`src/rtl/fractal_sync_pkg.sv`:
```
// Shared helpers for the fractal sync dispatcher.
// Index widths are clamped so a single-entry range still gets one bit.
package fractal_sync_pkg;

  localparam int unsigned MIN_IDX_W = 1;

  function automatic int unsigned idx_w(int unsigned n);
    return (n > 1) ? $clog2(n) : MIN_IDX_W;
  endfunction

endpackage

```
`src/rtl/fractal_sync_mw_fifo.sv`:
```
// Multi-write FIFO: up to IN_PORTS pushes and one pop per cycle.
// Optional fall-through via FRACTAL_SYNC_DISPATCHER_FALL_THROUGH_EN.
module fractal_sync_mw_fifo
  import fractal_sync_pkg::*;
#(
  parameter int unsigned IN_PORTS = 1,
  parameter int unsigned DEPTH    = 4,
  parameter type element_t        = logic
) (
  input  logic                clk_i,
  input  logic                rst_ni,
  input  logic [IN_PORTS-1:0] req_i,
  input  element_t            element_i [IN_PORTS],
  input  logic                pop_i,
  output logic                empty_o,
  output element_t            element_o,
  output logic                drop_o
);

  localparam int unsigned CW = $clog2(DEPTH + 1);
  localparam int unsigned PW = idx_w(DEPTH);

  element_t            mem [DEPTH];
  logic [CW-1:0]       count;
  logic [CW-1:0]       stored;
  logic [PW-1:0]       rptr;
  logic [PW-1:0]       wptr;
  logic [PW-1:0]       slot [IN_PORTS];
  logic [IN_PORTS-1:0] wr_en;
  logic                ft;
  logic                pop_mem;

  function automatic logic [PW-1:0] wrap(
    logic [PW-1:0] p,
    int unsigned   k
  );
    int unsigned s;
    s = 32'(p) + k;
    if (s >= DEPTH) s = s - DEPTH;
    return PW'(s);
  endfunction

`ifdef FRACTAL_SYNC_DISPATCHER_FALL_THROUGH_EN
  element_t ft_data;

  always_comb begin
    ft_data = element_i[0];
    for (int i = int'(IN_PORTS) - 1; i >= 0; i--)
      if (req_i[i]) ft_data = element_i[i];
  end

  assign ft = (count == '0) && (|req_i);
  assign element_o = ft ? ft_data :
                     (count == '0) ? '0 : mem[rptr];
`else
  assign ft = 1'b0;
  assign element_o = (count == '0) ? '0 : mem[rptr];
`endif

  assign empty_o = (count == '0) && !ft;
  assign pop_mem = pop_i && (count != '0);

  // Space is judged on the start-of-cycle count; a popped
  // fall-through element is consumed and never stored.
  always_comb begin
    int unsigned free;
    int unsigned acc;
    int unsigned n;
    logic        skip;
    free   = DEPTH - 32'(count);
    acc    = 0;
    n      = 0;
    skip   = ft && pop_i;
    wr_en  = '0;
    drop_o = 1'b0;
    for (int i = 0; i < int'(IN_PORTS); i++) begin
      slot[i] = '0;
      if (req_i[i]) begin
        if (acc < free) begin
          acc++;
          if (skip) begin
            skip = 1'b0;
          end else begin
            wr_en[i] = 1'b1;
            slot[i]  = wrap(wptr, n);
            n++;
          end
        end else begin
          drop_o = 1'b1;
        end
      end
    end
    stored = CW'(n);
  end

  always_ff @(posedge clk_i or negedge rst_ni) begin
    if (!rst_ni) begin
      count <= '0;
      rptr  <= '0;
      wptr  <= '0;
    end else begin
      count <= count + stored - CW'(pop_mem);
      wptr  <= wrap(wptr, 32'(stored));
      if (pop_mem) rptr <= wrap(rptr, 1);
    end
  end

  always_ff @(posedge clk_i) begin
    for (int i = 0; i < int'(IN_PORTS); i++)
      if (wr_en[i]) mem[slot[i]] <= element_i[i];
  end

endmodule

```
`src/rtl/fractal_sync_dispatcher.sv`:
```
// Routes producer lanes into per-destination multi-write FIFOs.
// Optional fall-through via FRACTAL_SYNC_DISPATCHER_FALL_THROUGH_EN.
module fractal_sync_dispatcher
  import fractal_sync_pkg::*;
#(
  parameter int unsigned IN_PORTS  = 1,
  parameter int unsigned OUT_PORTS = 1,
  parameter int unsigned DEPTH     = 4,
  parameter type element_t         = logic,
  localparam int unsigned DST_W    = idx_w(OUT_PORTS)
) (
  input  logic                 clk_i,
  input  logic                 rst_ni,
  input  logic [IN_PORTS-1:0]  valid_i,
  input  logic [DST_W-1:0]     dst_i [IN_PORTS],
  input  element_t             element_i [IN_PORTS],
  output logic [OUT_PORTS-1:0] empty_o,
  input  logic [OUT_PORTS-1:0] pop_i,
  output element_t             element_o [OUT_PORTS],
  output logic                 overflow_o
);

  if (IN_PORTS == 0 || OUT_PORTS == 0 || DEPTH == 0) begin : g_bad_cfg
    $fatal(1, "fractal_sync_dispatcher: zero-sized parameter");
  end

  logic [OUT_PORTS-1:0] drop;
  logic                 bad_dst;

  always_comb begin
    bad_dst = 1'b0;
    for (int i = 0; i < int'(IN_PORTS); i++)
      if (valid_i[i] && (32'(dst_i[i]) >= OUT_PORTS))
        bad_dst = 1'b1;
  end

  for (genvar o = 0; o < int'(OUT_PORTS); o++) begin : g_queue
    logic [IN_PORTS-1:0] req;

    always_comb begin
      for (int i = 0; i < int'(IN_PORTS); i++)
        req[i] = valid_i[i] && (32'(dst_i[i]) == 32'(o));
    end

    fractal_sync_mw_fifo #(
      .IN_PORTS  (IN_PORTS),
      .DEPTH     (DEPTH),
      .element_t (element_t)
    ) u_fifo (
      .clk_i     (clk_i),
      .rst_ni    (rst_ni),
      .req_i     (req),
      .element_i (element_i),
      .pop_i     (pop_i[o]),
      .empty_o   (empty_o[o]),
      .element_o (element_o[o]),
      .drop_o    (drop[o])
    );
  end

  always_ff @(posedge clk_i or negedge rst_ni) begin
    if (!rst_ni) begin
      overflow_o <= 1'b0;
    end else if (bad_dst || (|drop)) begin
      overflow_o <= 1'b1;
    end
  end

endmodule

```
`config.mk`:
```
export PLATFORM = sky130hd
export DESIGN_NAME = fractal_sync_dispatcher
export DESIGN_NICKNAME = d
export VERILOG_FILES = /design/src/rtl/fractal_sync_pkg.sv /design/src/rtl/fractal_sync_mw_fifo.sv /design/src/rtl/fractal_sync_dispatcher.sv
export SDC_FILE = /design/constraint.sdc
export NUM_CORES = 1
export LEC_CHECK = 0
export CORE_ASPECT_RATIO = 0.9
export CORE_UTILIZATION = 40
export CTS_BUF_LIST = sky130_fd_sc_hd__clkbuf_4 sky130_fd_sc_hd__clkbuf_8
export CTS_CLUSTER_SIZE = 25
export DETAILED_ROUTE_END_ITERATION = 10
export PLACE_DENSITY_LB_ADDON = 0.1
export SKIP_CTS_REPAIR_TIMING = 1
export SKIP_LAST_GASP = 1
export SYNTH_ARGS = -nofsm -noshare
export SYNTH_HDL_FRONTEND = slang
export SYNTH_SLANG_ARGS = --single-unit
```
`constraint.sdc`:
```
create_clock -name clk_i -period 2.47 [get_ports clk_i]
set_input_delay 0.494 -clock clk_i [delete_from_list [all_inputs] [get_ports clk_i]]
set_output_delay 0.494 -clock clk_i [all_outputs]
set_load 0.01 [all_outputs]
```
==> impl_metrics.csv <==
group,metric,value,unit
detailed_routing,drt-initial-drc-count,10,
critical_path,crit_type,"register to output port",
synth,synth_edf_count,4,
synth,yosys_warnings,0,
detailed_routing,num_vias,368,
placement,place_inst,68,
cts,insertion_delay,270,ps
sta,setup_ws,186,ps
critical_path,ff2ff_path_depth,8,
layout,stdcell_count,72,
critical_path,worstSetupStartpointType,"register",
cts,cts.path.max_buffers,2,
grt,grt_pass1_vias,395,
sta,worst_hold_slack,493,ps
placement,post-dp-hpwl,751,um
cts,htreeDepth,1,
synth,syn-cell-area,614,um2
synth,yosysSeqAreaShare,52.1,%
sta,worst_pin_slew,439,ps
synth,netlist_instances,45,
floorplanning,start_util,42.9,%
sta,setup_violations,0,
detailed_routing,wl_per_cell,13.3,um
cts,root_buffer,"clkbuf_4",
power,p_per_area,1110,nW/um2
detailed_routing,route.detailed.drc,0,
flow_run,maxCapViolCount,0,
layout,fin_nets,70,
floorplanning,die_x,43.3,um
placement,port_buffers,8,
critical_path,arrival,1790,ps
critical_path,end_kind,"output port",
min_path,hold_path_class,"primary input to async pin",
layout,mostFrequentLayoutCells,"8 x inv_1, 8 x dfrtp_1, 8 x clkdlybuf4s50_1",
layout,area_growth,20.4,%
placement,gp_congestion,0.690,
detailed_routing,vias_per_cell,5.11,
floorplanning,placementRows,13,
sta,finalCriticalPeriod,2280,ps
layout,drive_gt1_share,12.3,%
floorplanning,die_y,39.2,um
cts,cts_tree,"done",
grt,track_usage,15.2,%
detailed_routing,drt-pass1-iter-count,2,
sta,setup_tns,0,ps
power,vdd_drop_max,0.554,mV
sta,fin_crit_sh,92.5,%
layout,antenna_cells,0,
floorplanning,coreArea,1430,um2
cts,cts_made_buffers,3,
synth,async_flop_share,66.7,%
synth,postSynthAreaPerCell,13.7,um2
cts,path_clk_slew,80,ps
synth,synth_cell_types,19,
grt,grt_pass1_wl,1700,um
power,p_leak,0.314,nW
grt,grt_overflow_total,0,
sta,fin_skew,4.73,ps
layout,final_util,51.7,%
grt,grt_max_degree,9,
detailed_routing,drtAntennaViolNets,0,
detailed_routing,wl,955,um
synth,synth_nets,57,
synth,ys_ff_latch,12,
sta,rsz0062_at_grt,"false",
synth,synth_ff_type,"dfrtp_1",
critical_path,crit_required,1980,ps
floorplanning,dieArea,1700,um2
sta,final_hold_viol_count,0,
critical_path,crit_fanout,3,
sta,fmax,0.438,GHz
outcome,status,"completed",
placement,dp_slack,167,ps
layout,fillCellCount,133,
sta,slew_violations,0,
grt,antenna_found_initial,0,
floorplanning,top_level_ports,9,
sta,slew_headroom,70.6,%
cts,cts_sinks,12,
layer usage:
layer	global-route usage, %	part of all wire, %
met5	0	0
met4	11.4	0.84
met3	6.54	5.7
met2	22.8	46
met1	17.2	47
path summary, 6_finish.rpt:
kind / slack [ps] / from / endpoint
hold / removal: 490 / rst_ni / g_queue[0].u_fifo.rptr[1]
setup reg to reg: 280 / g_queue[0].u_fifo.count[1] / g_queue[0].u_fifo.count[2]
hold reg to reg: 500 / g_queue[0].u_fifo.rptr[1] / g_queue[0].u_fifo.rptr[1]
max in group asynchronous: 1710 / rst_ni / g_queue[0].u_fifo.count[2]
setup / recovery: 190 / g_queue[0].u_fifo.rptr[0] / element_o
min in group clk_i: 500 / g_queue[0].u_fifo.rptr[1] / g_queue[0].u_fifo.rptr[1]
cells in the mapped netlist, types with 2 or more instances:
cell type | number | area, um2
a2111oi_1 | 3 | 30.0
dfrtp_1 | 8 | 200
edfxtp_1 | 4 | 120
ha_1 | 5 | 62.6
inv_1 | 8 | 30.0
nand2b_1 | 2 | 12.5
xnor2_1 | 2 | 17.5
xor2_1 | 2 | 17.5
per-stage QoR:
step	cell area (um2)	power [mW]
final	739	0.823
after global routing	739	0.904
after CTS	739	0.836
after detailed placement	713	0.706
after global placement	713	0.685
after floorplan	614	0.600
power breakdown:
part	internal, mW	switching, mW
sequential	0.278	0.0699
clock	0.0585	0.0663
combinational	0.184	0.165
cell type report:
cell class	count	area (um2)	area share, %
tap	15	18.8	2.54
timing repair buffer	8	80.1	10.8
inverter	8	30.0	4.06
sequential	12	320	43.3
multi-input combinational	25	264	35.7
clock inverter	1	3.75	0.508
clock buffer	3	22.5	3.05
cell families (layout without fill, tap and decap cells):
family / count (synthesis) / count (layout) / share of synthesized area [%]
DFF: 12 / 12 / 52.1
adders and majority gates: 6 / 6 / 13.4
muxes: 1 / 1 / 3.67
and+or+nand+nor: 7 / 7 / 9.16
xor gates and xnor gates: 4 / 4 / 5.70
buffers and inverters: 8 / 20 / 4.89
AOI/OAI and AO/OA: 7 / 7 / 11.0
worst max-delay path: stages, from the launching register on:
cell,delay (ps)
dfrtp_1,410
mux4_2,510
nor2b_4,130
clkdlybuf4s50_1,470
registers in the layout, summed over array words and instances (netlist names):
name,flops
g_queue.u_fifo.mem,4
g_queue.u_fifo.count,3
g_queue.u_fifo.rptr,2
g_queue.u_fifo.wptr,2
overflow_o,1
Note: power is estimated with default switching activity, not from simulation.
